<file path="src/rtl/seq_multiplier_8bit_if.sv">
// Operand/result bundle between an upstream sequencer and the 8x8 multiplier.
// Latency: n/a (wires only).
// Backpressure: ready_o gates start_i; the master must hold off until ready_o is high.
interface seq_multiplier_8bit_if;
    logic        start_i;
    logic [7:0]  multiplicand_i;
    logic [7:0]  multiplier_i;
    logic        ready_o;
    logic        done_o;
    logic [15:0] product_o;

    modport master (
        output start_i, multiplicand_i, multiplier_i,
        input  ready_o, done_o, product_o
    );

    modport slave (
        input  start_i, multiplicand_i, multiplier_i,
        output ready_o, done_o, product_o
    );
endinterface

</file>
<file path="src/rtl/seq_multiplier_8bit.sv">
// Shift-and-add unsigned 8x8->16 multiplier built on two chained 4-bit ripple adders.
// Latency: done_o/product_o 8 cycles after the accepting edge; new op every 10 cycles.
// Backpressure: start_i only sampled while ready_o=1; no queuing of requests.
module adder_4bit (
    input  logic [3:0] i_a,
    input  logic [3:0] i_b,
    input  logic       i_cin,
    output logic [3:0] o_sum,
    output logic       o_cout
);
    logic w_carry;

    always_comb begin
        w_carry = i_cin;
        o_sum   = 4'h0;
        for (int i = 0; i < 4; i++) begin
            o_sum[i] = i_a[i] ^ i_b[i] ^ w_carry;
            w_carry  = (i_a[i] & i_b[i]) | (w_carry & (i_a[i] ^ i_b[i]));
        end
        o_cout = w_carry;
    end
endmodule

module seq_multiplier_8bit (
    input  logic                   clk_i,
    input  logic                   rst_ni,
    seq_multiplier_8bit_if.slave   bus
);
    typedef enum logic [1:0] {
        S_IDLE = 2'd0,
        S_CALC = 2'd1,
        S_DONE = 2'd2
    } state_t;

    state_t      r_state;
    logic [7:0]  r_m;
    logic [7:0]  r_a;
    logic [7:0]  r_q;
    logic [2:0]  r_cnt;
    logic [15:0] r_product;
    logic        r_ready;
    logic        r_done;

    logic [7:0]  w_madd;
    logic [7:0]  w_sum;
    logic        w_c_lo;
    logic        w_c;
    logic [15:0] w_shift;

    // Adders stay in the path every cycle; only the addend is gated by Q[0].
    assign w_madd = r_q[0] ? r_m : 8'h00;

    adder_4bit u_add_lo (
        .i_a    (r_a[3:0]),
        .i_b    (w_madd[3:0]),
        .i_cin  (1'b0),
        .o_sum  (w_sum[3:0]),
        .o_cout (w_c_lo)
    );

    adder_4bit u_add_hi (
        .i_a    (r_a[7:4]),
        .i_b    (w_madd[7:4]),
        .i_cin  (w_c_lo),
        .o_sum  (w_sum[7:4]),
        .o_cout (w_c)
    );

    // {C, sum, Q} >> 1: the adder carry lands in A[7] so it is never dropped.
    assign w_shift = {w_c, w_sum, r_q[7:1]};

    always_ff @(posedge clk_i or negedge rst_ni) begin
        if (!rst_ni) begin
            r_state   <= S_IDLE;
            r_m       <= 8'h00;
            r_a       <= 8'h00;
            r_q       <= 8'h00;
            r_cnt     <= 3'd0;
            r_product <= 16'h0000;
            r_ready   <= 1'b1;
            r_done    <= 1'b0;
        end else begin
            case (r_state)
                S_IDLE: begin
                    if (bus.start_i) begin
                        r_m     <= bus.multiplicand_i;
                        r_q     <= bus.multiplier_i;
                        r_a     <= 8'h00;
                        r_cnt   <= 3'd0;
                        r_ready <= 1'b0;
                        r_state <= S_CALC;
                    end
                end
                S_CALC: begin
                    {r_a, r_q} <= w_shift;
                    r_cnt      <= r_cnt + 3'd1;
                    if (r_cnt == 3'd7) begin
                        r_product <= w_shift;
                        r_done    <= 1'b1;
                        r_state   <= S_DONE;
                    end
                end
                S_DONE: begin
                    r_done  <= 1'b0;
                    r_ready <= 1'b1;
                    r_state <= S_IDLE;
                end
                default: begin
                    r_done  <= 1'b0;
                    r_ready <= 1'b1;
                    r_state <= S_IDLE;
                end
            endcase
        end
    end

    assign bus.ready_o   = r_ready;
    assign bus.done_o    = r_done;
    assign bus.product_o = r_product;
endmodule

</file>
<file path="src/flat_wrapper.sv">
// flat-port wrapper written by rule: the top's interface ports become plain ports
module seq_multiplier_8bit_flat 
  (clk_i, rst_ni, bus_start_i, bus_multiplicand_i, bus_multiplier_i, bus_ready_o, bus_done_o, bus_product_o);
  seq_multiplier_8bit_if bus_i ();
  input  logic clk_i;
  input  logic rst_ni;
  input wire logic [$bits(bus_i.start_i)-1:0] bus_start_i;
  input wire logic [$bits(bus_i.multiplicand_i)-1:0] bus_multiplicand_i;
  input wire logic [$bits(bus_i.multiplier_i)-1:0] bus_multiplier_i;
  output wire logic [$bits(bus_i.ready_o)-1:0] bus_ready_o;
  output wire logic [$bits(bus_i.done_o)-1:0] bus_done_o;
  output wire logic [$bits(bus_i.product_o)-1:0] bus_product_o;
  assign bus_i.start_i = bus_start_i;
  assign bus_i.multiplicand_i = bus_multiplicand_i;
  assign bus_i.multiplier_i = bus_multiplier_i;
  assign bus_ready_o = bus_i.ready_o;
  assign bus_done_o = bus_i.done_o;
  assign bus_product_o = bus_i.product_o;
  seq_multiplier_8bit u_core (.clk_i(clk_i), .rst_ni(rst_ni), .bus(bus_i));
endmodule
</file>
<file path="config.mk">
export PLATFORM = sky130hd
export DESIGN_NAME = seq_multiplier_8bit_flat
export DESIGN_NICKNAME = d
export VERILOG_FILES = /design/src/rtl/seq_multiplier_8bit_if.sv /design/src/rtl/seq_multiplier_8bit.sv /design/src/flat_wrapper.sv
export SDC_FILE = /design/constraint.sdc
export NUM_CORES = 1
export LEC_CHECK = 0
export CAP_MARGIN = 20
export CORE_MARGIN = 2
export CORE_UTILIZATION = 49
export CTS_CLUSTER_SIZE = 12
export DETAILED_ROUTE_END_ITERATION = 8
export PLACE_DENSITY = 0.83
export SLEW_MARGIN = 15
export SYNTH_ARGS = -nofsm -noshare
export SYNTH_HDL_FRONTEND = slang
export SYNTH_SLANG_ARGS = --single-unit
</file>
<file path="constraint.sdc">
create_clock -name clk_i -period 6.7 [get_ports clk_i]
set_clock_uncertainty 0.2 [all_clocks]
set_input_delay 0.67 -clock clk_i [delete_from_list [all_inputs] [get_ports clk_i]]
set_output_delay 0.67 -clock clk_i [all_outputs]
set_load 0.02 [all_outputs]
</file>
Word-level counts from Yosys, hierarchy flattened --
Index checks and enable logic that the tools add are counted.
Cells by class: eq/ne operators 4, add/subtract/negate cells 1, reduce and logical (&&, ||, !) cells 8, multiplexer cells 14, bitwise gates (word level) 39
Operators by type and width (number):
- $pmux 8 s2 | 2
- $mux 8 | 3
- $and 1x1->1 | 15
- $xor 1x1->1 | 15
- $reduce_and 2->1 | 6
- $or 1x1->1 | 7
- $pmux 3 s2 | 1
- $mux 2 | 2
- $pmux 1 s2 | 2
- $pmux 2 s2 | 1
- $add 3x1->3 const B | 1
- $eq 3x3->1 const B | 1
- $mux 3 | 1
- $eq 2x1->1 const B | 1
- $logic_not 2->1 | 1
- $mux 1 | 2
- $ne 2x1->1 const B | 1
- $ne 2x2->1 const B | 1
- $not 1->1 | 2
- $reduce_bool 2->1 | 1
Word-level totals: flip-flop bits (word level) 47, word-level logic and storage cells 74

Longest topological paths before layout --
Gate-level depths: netlist (run 1).
depth in word-level cells 17, mapped depth 12, gate-level depth less buffers 11

Modules after synthesis --
Synthesis (run 1) repeated with hierarchy kept, for this count alone.
Second synthesis, totals: cell total of the unflattened synthesis 170, area, all modules 2178.3 µm²
By module, submodules not included:
- seq_multiplier_8bit | sequential area each 1177.4 µm², cells each 142, area each 1943.1 µm², times used 1
- adder_4bit | sequential area each 0.0 µm², cells each 14, area each 117.6 µm², times used 2

Least setup slack after synthesis (run 1) --
Ideal clock, no wire load.
path kind register to register, start point register u_core.r_q[0], end point register u_core.r_product[14] (netlist: u_core.bus.product_o[14]), slack 2.706 ns, period minus slack after synthesis 3.994 ns, required time 6.376 ns, arrival 3.671 ns, setup time 0.124 ns, stages on the path, launching flop included 13, buffers on the path 1, cell sequence dfrtp_1 clkbuf_1 and2_1 ha_1 inv_1 fa_1 fa_1 fa_1 fa_1 fa_1 fa_1 fa_1 mux2i_1
On the way: cells in the longest elaborated chain, start to end 15, elaborated cells between the ends (all ways) 28
Ends and longest elaborated chain:
- start, declared | RTL line seq_multiplier_8bit.sv:38 | logic [7:0] r_q;
- start signal, assigned | RTL line seq_multiplier_8bit.sv:87 | r_q <= bus.multiplier_i;
- start signal, assigned | RTL line seq_multiplier_8bit.sv:95 | {r_a, r_q} <= w_shift;
- $mux 8 * | RTL line seq_multiplier_8bit.sv:51 | assign w_madd = r_q[0] ? r_m : 8'h00;
- $and 1x1->1 / $xor 1x1->1 (equally long branches) | RTL line seq_multiplier_8bit.sv:18 | w_carry = (i_a[i] & i_b[i]) | (w_carry & (i_a[i] ^ i_b[i]));
- $and 1x1->1 | RTL line seq_multiplier_8bit.sv:18
- $or 1x1->1 | RTL line seq_multiplier_8bit.sv:18
- $and 1x1->1 | RTL line seq_multiplier_8bit.sv:18
- $or 1x1->1 | RTL line seq_multiplier_8bit.sv:18
- $and 1x1->1 | RTL line seq_multiplier_8bit.sv:18
- $or 1x1->1 | RTL line seq_multiplier_8bit.sv:18
- $and 1x1->1 | RTL line seq_multiplier_8bit.sv:18
- $or 1x1->1 | RTL line seq_multiplier_8bit.sv:18
- $and 1x1->1 | RTL line seq_multiplier_8bit.sv:18
- $or 1x1->1 | RTL line seq_multiplier_8bit.sv:18
- $and 1x1->1 | RTL line seq_multiplier_8bit.sv:18
- $or 1x1->1 | RTL line seq_multiplier_8bit.sv:18
- $xor 1x1->1 * | RTL line seq_multiplier_8bit.sv:17 | o_sum[i] = i_a[i] ^ i_b[i] ^ w_carry;
- end signal, assigned | RTL line seq_multiplier_8bit.sv:98 | r_product <= w_shift;
- end, declared | RTL line seq_multiplier_8bit.sv:40 | logic [15:0] r_product;
Mark *: on every way between the ends. The rest lies on a longest branch, timed or not. A chain may end at the register's enable or synchronous reset.

Worst setup path in the final report (run 1) --
Same ends and word-level chain as after synthesis.

==> results of run 1 <==
==> cell type report <==
| cell class | instances | area (µm²) |
|---|---|---|
| fill | 355 | 1660 |
| sequential | 47 | 1180 |
| multi-input combinational | 87 | 846 |
| clock buffer | 8 | 100 |
| inverter | 25 | 93.8 |
| tap | 52 | 65.1 |
| timing repair buffer | 38 | 383 |
==> metal layers <==
layer	vias up	share of wire [%]	track usage, %
li1	641	-	-
met1	700	43	23.7
met2	26	52	30.7
met3	6	3.1	3.99
met4	0	1.5	5.87
met5	-	0	0
==> flip-flops by register name, summed over array words and instances (netlist names) <==
signal and cells:
u_core.r_state 2, u_core.r_cnt 3, u_core.r_a 8, u_core.bus.done_o 1, u_core.r_q 8, u_core.r_m 8, u_core.bus.product_o 16, u_core.bus.ready_o 1
==> cell usage after synthesis (3+ instances only) <==
cell,n,area share [%]
mux2i_1,8,3.7
mux2_2,17,8.8
fa_1,7,6.4
a211oi_1,8,2.7
o2bb2ai_1,8,3.2
nand2_1,7,1.2
clkbuf_1,3,0.52
ha_1,3,1.7
dfrtp_1,46,53
nor3b_1,8,2.7
buf_2,3,0.69
inv_1,25,4.3
nor4b_1,8,3.2
==> power by group <==
part | total [mW] | leakage, nW | internal, mW | switching [mW]
sequential | 0.533 | 0.559 | 0.428 | 0.105
clock | 0.187 | 0.0515 | 0.0943 | 0.0930
combinational | 0.611 | 0.588 | 0.311 | 0.300
total | 1.33 | 1.20 | 0.833 | 0.497
==> through the flow <==
| stage | area (µm²) | total power, mW | instances |
|---|---|---|---|
| 2_1_floorplan | 2190 | 0.931 | 170 |
| 3_3_place_gp | 2540 | 1.11 | 248 |
| 3_5_place_dp | 2540 | 1.15 | 248 |
| 4_1_cts | 2650 | 1.34 | 256 |
| 5_1_grt | 2670 | 1.44 | 257 |
| 6_report | 2670 | 1.33 | 257 |
==> path summary, 6_finish.rpt <==
check / endpoint / slack, ns / cells after the start
worst max-delay path: u_core.bus.product_o[14] / 2.49 / 11
worst min-delay path: u_core.r_q[4] / 0.1 / 1
worst max register to register: u_core.bus.product_o[14] / 2.49 / 11
worst min register to register: u_core.r_a[3] / 0.30 / 1
max in group asynchronous: u_core.bus.ready_o / 5.64 / 2
min in group clk_i: u_core.r_a[3] / 0.30 / 1
==> kinds of logic (layout without fill, tap and decap cells) <==
family	Yosys count	count (layout)	share of synthesized area (%)
AOI/OAI and AO/OA	22	22	7.90
adders and majority gates	10	10	8.13
buffers and inverters	36	71	7.44
DFF	47	47	53.9
muxes	25	25	12.4
and+or+nand+nor	30	30	10.2
==> cell usage in the layout (no fill, tap or decap) <==
cell type        instances
nor3b_4                  1
a21o_1                   1
clkbuf_8                 7
mux2_2                  17
fa_1                     7
inv_1                   25
nand2b_1                 2
nor2b_1                  1
a22o_1                   2
a211oi_1                 8
and2_1                   1
o2bb2ai_1                8
mux2i_1                  8
nand2_1                  7
dfrtp_1                 46
nor2_1                   1
clkbuf_1                 1
nor3b_1                  8
buf_4                    1
nand3b_4                 1
ha_1                     3
clkdlybuf4s50_1         35
a21oi_1                  2
o21bai_1                 1
nor4b_1                  8
buf_2                    1
dfstp_2                  1
buf_12                   1
==> impl_metrics.yaml, run 1 <==
route:
  drtPass1Iterations: 4
  routed_wl_mm: 4.10
  drtAntennaViolNets: 0
  vias: 1373
  vias_per_cell: 5.34
  drt_iter0_markers: 100
  route.detailed.drc: 0
  wl_per_cell_um: 16.0
logic_synthesis:
  synth_warnings: 0
  synth_seq_area_share_pct: 53.9
  netlist_area_mm2: 0.00219
  syn_inst: 170
  synth_ff_type: "dfrtp_1"
  synth_cell_types: 27
  synth_seq_cells: 47
  syn_area_per_cell_um2: 12.9
  synth_edf_count: 0
  async_flop_share_pct: 100
  syn-num-nets: 199
worst_setup_path:
  crit_chain: "and2_1, ha_1, inv_1, fa_1, fa_1, fa_1, fa_1, fa_1, fa_1, fa_1, mux2i_1"
  worstPathArrival_ns: 4.18
  cp-start-kind: "flop"
  path_common_cell: "fa_1"
  path_max_fanout: 9
  worstReg2RegStart: "u_core.r_q[0]"
  critPathKind: "flop to flop"
  slowest_stage: "fa_1"
  cp_slowest_stage_delay_ns: 0.55
  worst-path-buf-inv: 1
  cp-startpoint: "u_core.r_q[0]"
  cp_top_family: "adder cells"
  critPathCaptureType: "flop"
  cp.required_ns: 6.67
timing:
  min_period_ns: 4.21
  finalSetupViolCount: 0
  holdWs_ns: 0.0963
  setup_ws_ns: 2.49
  grt_setup_unrepaired: "false"
  max_freq_ghz: 0.238
  relSlewSlack_pct: 45.7
  report.final.slew_viol_count: 0
  fin_crit_sh_pct: 62.8
  hold_viol: 0
  tightest_slew_ns: 0.812
  fin_setup_tns_ns: 0
global_route:
  gr-usage-all-layers_pct: 18.3
  grt_max_degree: 48
  antenna_found_initial: 0
  overflow: 0
  grt_pass1_wl_mm: 7.07
  grt_pass1_vias: 1472
clock_network:
  cts_resized: 0
  cts.path.max_buffers: 2
  cts_buffers: 5
  clk_latency_ns: 0.30
  root_buffer: "clkbuf_8"
  cts_tree: "built"
  clock-sinks: 47
  post-cts-setup-buffer-count: 0
  cts_max_level: 2
  hold_buffers: 0
  clkSlewWorstSetupHoldPaths_ns: 0.09
place:
  pre_cts_slack_ns: 2.54
  numPortBuffers: 36
  gp_congestion: 0.795
  dp_hpwl_mm: 2.85
power:
  ir_worst_vdd_v: 0.000193
  leakage_nw: 1.20
  powerDensity_mw_per_mm2: 499
layout:
  nets: 233
  area_growth_pct: 21.9
  num_antenna_cells: 0
  drive_above_1_share_pct: 14.6
  fin_util_pct: 61.6
die:
  rows: 24
  start_util_pct: 50.5
  coreArea_mm2: 0.00432
  pin_count: 37
  fp.dieW_um: 70.8
  die_area_mm2: 0.00501
  die_h_um: 70.8
job:
  maxCapViolations: 0
worst_hold_path:
  hp-class: "primary input to async pin"
outcome:
  status: "finished, final reports clean"
(Power assumes the default switching activity.)
==> inputs of run 2 (changes only) <==
==> constraint.sdc (replaced) <==
create_clock -name clk_i -period 3.9 [get_ports clk_i]
set_clock_uncertainty 0.2 [all_clocks]
set_input_delay 0.39 -clock clk_i [delete_from_list [all_inputs] [get_ports clk_i]]
set_output_delay 0.39 -clock clk_i [all_outputs]
set_load 0.02 [all_outputs]
==> run 2 against run 1 <==
Against the previous run: sequential share of layout area fell by 0.23 points; non-clock buffer count rose by 2; setup slack got worse by 2.4 ns; utilization rose by 0.32 points; via count fell by 0.58%; fmax rose by 11%; largest power group unchanged; total power rose by 68%; clock power rose by 51%; sequential cell count did not move.
==> impl_metrics.yaml, run 2 (same netlist as run 1, synthesis figures left out) <==
worst_setup_path:
  worstPathArrival_ns: 3.75
  reg2reg_depth: 11
  reg2reg_to: "u_core.bus.product_o[14]"
  cp-startpoint: "u_core.r_q[0]"
  critPathKind: "flop to flop"
  worstReg2RegStart: "u_core.r_q[0]"
  critPathCaptureType: "flop"
  path_max_fanout: 2
  cp.required_ns: 3.88
  cp-start-kind: "flop"
  reg2reg_setup_slack_ns: 0.12
layout:
  area_growth_pct: 22.6
  drive_above_1_share_pct: 15.9
  layout_common_cells: "46 x dfrtp_1, 35 x clkdlybuf4s50_1, 25 x inv_1, 17 x mux2_2"
  final_common_cell: "dfrtp_1"
  largest_reg_flops: 16
  num_antenna_cells: 0
  nets: 235
die:
  pin_count: 37
  rows: 24
  coreArea_mm2: 0.00432
  start_util_pct: 50.5
  die_h_um: 70.8
  die_area_mm2: 0.00501
  fp.dieW_um: 70.8
route:
  wl_met2_mm: 2.04
  routed_wl_mm: 3.98
  vias: 1365
  drtPass1Iterations: 4
  drtAntennaViolNets: 0
  drt_iter0_markers: 85
  top_layer: "met4"
  route.detailed.drc: 0
  wl_met1_mm: 1.75
  wl_per_cell_um: 15.4
  vias_per_cell: 5.27
  route.met3.wl_um: 124
timing:
  hold_viol: 0
  fin_crit_sh_pct: 96.8
  relSlewSlack_pct: 47.0
  finalSetupViolCount: 0
  min_period_ns: 3.78
  setup_ws_ns: 0.124
  grt_setup_unrepaired: "false"
  report.final.slew_viol_count: 0
  max_freq_ghz: 0.265
  tightest_slew_ns: 0.793
worst_hold_path:
  worstHoldStart: "u_core.r_a[5]"
  min_to: "u_core.r_a[5]"
  whs_path_depth: 1
  hp-class: "flop to flop"
power:
  power_frac_clock_pct: 12.6
  netSwitchingFraction_pct: 37.5
  ir_worst_vdd_v: 0.000351
  seqPwrFrac_pct: 40.2
  power_mw: 2.24
  p_int_mw: 1.40
  powerDensity_mw_per_mm2: 837
  leakage_nw: 1.20
  switchingPower_uw: 841
  combPwrFrac_pct: 47.2
global_route:
  grt_pass1_wl_mm: 6.62
  overflow: 0
  grt_pass1_vias: 1375
  gr-usage-all-layers_pct: 17.2
  antenna_found_initial: 0
  grt_max_degree: 48
outcome:
  status: "finished, final reports clean"
place:
  numPortBuffers: 36
  pre_cts_slack_ns: -0.0227
  dp_hpwl_mm: 2.76
  gp_congestion: 0.761
job:
  maxCapViolations: 0
clock_network:
  clk_latency_ns: 0.30
  cts_buffers: 5
  root_buffer: "clkbuf_8"
  post-cts-setup-buffer-count: 0
  cts.path.max_buffers: 2
  clkSlewWorstSetupHoldPaths_ns: 0.08
  cts_tree: "built"
  clock-sinks: 47
  cts_max_level: 2
[run 2: cell count changes in the layout (fill, tap and decap cells not counted), sizes merged]
cell | before | now
dlygate4sd3 | 0 | 1
clkbuf | 8 | 7
clkinv | 0 | 1
buf | 3 | 4
[run 2: critical path, cell delays in order (launching register included)]
cell	delay (ns)
dfrtp_1	0.34
and2_1	0.12
ha_1	0.13
inv_1	0.05
fa_2	0.34
fa_2	0.35
fa_1	0.39
fa_2	0.36
fa_1	0.39
fa_1	0.39
fa_1	0.51
mux2i_1	0.07
[run 2: repair_timing]
| item | in CTS | in global routing |
|---|---|---|
| hold endpoints to repair | 0 | 22 |
| setup endpoints to repair | 2 | 4 |
| hold buffers | 0 | 1 |
| resized for setup | 1 | 2 |
[run 2: worst max path at each step]
stage | depth (start not counted) | to | slack [ns]
floorplan | 12 | u_core.bus.product_o[14] | 0.02
CTS | 11 | u_core.bus.product_o[14] | 0.01
global placement | 11 | u_core.bus.product_o[14] | 0.10
global route | 11 | u_core.bus.product_o[14] | 0.02
finish | 11 | u_core.bus.product_o[14] | 0.12
detailed placement | 11 | u_core.bus.product_o[14] | -0.02
[run 2: power by group through the flow]
stage	Clock, mW	Sequential (mW)	Combinational [mW]
3_3_place_gp	0	0.904	1.01
5_1_grt	0.307	0.932	1.18
6_report	0.282	0.902	1.06
3_5_place_dp	0	0.909	1.05
4_1_cts	0.287	0.900	1.06
2_1_floorplan	0	0.956	0.647
[run 2: metrics by stage]
step	area, µm²	hold slack (ns)	utilization [%]	instances	TNS (ns)
after floorplan	2190	-0.106	-	170	0
after global placement	2550	0.270	59.0	249	0
after detailed placement	2550	0.278	59.0	249	-0.0356
after CTS	2640	0.0978	61.0	257	0
after global routing	2680	0.326	62.0	259	0
final	2680	0.298	62.0	259	0
[run 2: final cells by class]
cell class,count,area [µm²]
Sequential cell,47,1180
Inverter,25,93.8
Multi-Input combinational cell,87,853
Tap cell,52,65.1
Fill cell,334,1650
Timing Repair Buffer,40,408
Clock buffer,7,76.3
Clock inverter,1,5.00
[run 2: layer usage]
layer	track usage, %	vias to the layer above
met3	4.42	6
met4	6.92	0
met1	22.0	688
met5	0	-
met2	28.2	23
li1	-	648
==> inputs of run 3 (changes only) <==
--- a/config.mk
+++ b/config.mk
@@ -8,7 +8,6 @@
 export CAP_MARGIN = 20
 export CORE_MARGIN = 2
 export CORE_UTILIZATION = 49
-export CTS_CLUSTER_SIZE = 12
 export DETAILED_ROUTE_END_ITERATION = 8
 export PLACE_DENSITY = 0.83
 export SLEW_MARGIN = 15
==> results of run 3 <==
No change in the layout: final DEF, timing and power equal those of run 2.
==> edit (flow settings as in run 1) <==
Re-encode `state_t` (3 states) as one-hot, 3 bits wide.
--- a/src/rtl/seq_multiplier_8bit.sv
+++ b/src/rtl/seq_multiplier_8bit.sv
@@ -27,8 +27,8 @@
     seq_multiplier_8bit_if.slave   bus
 );
-    typedef enum logic [1:0] {
-        S_IDLE = 2'd0,
-        S_CALC = 2'd1,
-        S_DONE = 2'd2
+    typedef enum logic [2:0] {
+        S_IDLE = 3'b001,
+        S_CALC = 3'b010,
+        S_DONE = 3'b100
     } state_t;
 
Formal check against the unedited RTL: same outputs for any inputs over 4 cycles, from zero or initial values and one cycle with rst_ni low; so few cycles prove little.
==> edit against run 1 <==
Worst hold slack got worse by 48 ps. Highest routed layer unchanged. Cell area decreased by 2.0%. Wire length is 12% lower. Critical path depth stayed put. Worst setup slack better by 100 ps. Sequential cell count is 1 higher. Area after synthesis fell by 1.9%. Die area shrank 1.8%.
Power is not compared: it rests on default switching activity, and its combinational part moved more than twofold at a synthesized area within 25%.
==> edit: results (changes against run 1) <==
Layout:
- The number of fillers in the final layout is 352 (-0.85%).
- The number of multi-input logic gates is 99 (+14%).
- The sequential cell count is 48 (+2.1%).
- The fraction of area in clock buffers and inverters is 0.0345 (-0.00308).
- The footprint of the flip-flops and latches is 0.00120 mm² (+2.2%).
- The final-layout non-clock buffer area share is 0.151 (+0.00720).
- The total of plain and repair buffers excluding clock buffers is 39 (+2.6%).
- The number of inverters outside the clock class in the layout is 9 (-64%).
- The proportion of layout cells with a drive suffix above 1 is 0.158 (+0.0113).
- The footprint of the multi-input gates is 826 µm² (-2.4%).

GRT:
- The overall global routing resource usage was 0.171 (-0.0113).
- The first-pass GRT wire length came to 6510 µm (-7.9%).
- The met1 track demand over resource in global routing is 0.234 (-0.00379).
- The met2 track utilization from global routing is 0.256 (-0.0513).
- The number of global-route vias before repair is 1,359 (-7.7%).
- The maximum number of pins on one net before global-route repair was 49 (+2.1%).
- The met3 track demand over resource is 0.0404 (+0.000518).

Worst setup path:
- The kind of cell adding the most delay to the critical path is adder cells.
- The master of the slowest instance on the critical path is dfrtp_1.
- The arrival time at the worst endpoint came to 4080 ps (-100 ps).
- The register-to-register setup slack is 2600 ps (+100 ps).
- The delay of the slowest cell on the worst path came to 510 ps (-40 ps).

Drt:
- The wire length on met3 came to 117 µm (-7.9%).
- The routed metal-1 wirelength is 1680 µm (-4.3%).
- The first-iteration detailed-routing DRC count is 91 (-9.0%).
- The routed wire length was 3630 µm (-12%).
- The per-cell via count in the routed design is 5.16 (-3.4%).
- The detailed-routed wire length on met2 is 1740 µm (-19%).

Synthesis:
- The multiplexer share of the synthesized area came to 0.128 (+0.00422).
- The xor and xnor area share after synthesis came to 0.00409 (+0.00409).
- The adder and majority cell fraction of the synthesized area is 0.0829 (+0.00161).
- The sequential element share of the synthesized area is 0.562 (+0.0230).
- The compound-cell area share of the yosys netlist is 0.0876 (+0.00857).
- By area the synthesized netlist is led by dfrtp_1 54%, mux2_2 8.4%, fa_1 6.5%.
- The total nets after synthesis was 195 (-2.0%).
- The commonest cells after synthesis are 46 x dfrtp_1, 24 x nand2_1, 16 x mux2_2, 13 x o21ai_0, 9 x inv_1.
- The count of different cell masters after synthesis was 29 (+7.4%).

Placed design:
- The HPWL after detailed placement is 2440 µm (-15%).
- The final estimated routing congestion in global placement is 0.791 (-0.55%).
- The number of buffer cells added on primary ports is 36 (unchanged).

Status:
- The run finished with clean final reports.

Clock tree:
- The clock slew seen by the registers of the worst setup and hold paths is 80 ps.
- The tree is rooted in a clkbuf_8.
- The post-CTS repair timing setup buffer count is 0 (unchanged).

Timing:
- The headroom to the max-slew limit is 0.342 (-0.115).
- The worst slack on hold paths is 47.8 ps (-48.5 ps).

Power:
- The largest vdd supply drop is 0.138 mV.
edit: worst max path at each step:
stage	from	endpoint	slack (ps)	cells after the start
floorplan	u_core.r_q[0]$_DFFE_PN0P_	u_core.bus.product_o[14]$_DFFE_PN0P_	2790	12
CTS	u_core.r_q[0]$_DFFE_PN0P_	u_core.bus.product_o[14]$_DFFE_PN0P_	2550	11
detailed placement	u_core.r_q[0]$_DFFE_PN0P_	u_core.bus.product_o[14]$_DFFE_PN0P_	2570	11
global route	u_core.r_q[0]$_DFFE_PN0P_	u_core.bus.product_o[14]$_DFFE_PN0P_	2420	11
global placement	u_core.r_q[0]$_DFFE_PN0P_	u_core.bus.product_o[14]$_DFFE_PN0P_	2670	11
finish	u_core.r_q[0]$_DFFE_PN0P_	u_core.bus.product_o[14]$_DFFE_PN0P_	2600	11
edit: per-stage QoR:
stage,worst slack [ps],std cells,cell area (µm²)
after floorplan,2790,166,2140
after global placement,2670,244,2480
after detailed placement,2570,244,2480
after CTS,2550,252,2570
after global routing,2420,255,2610
final,2600,255,2610
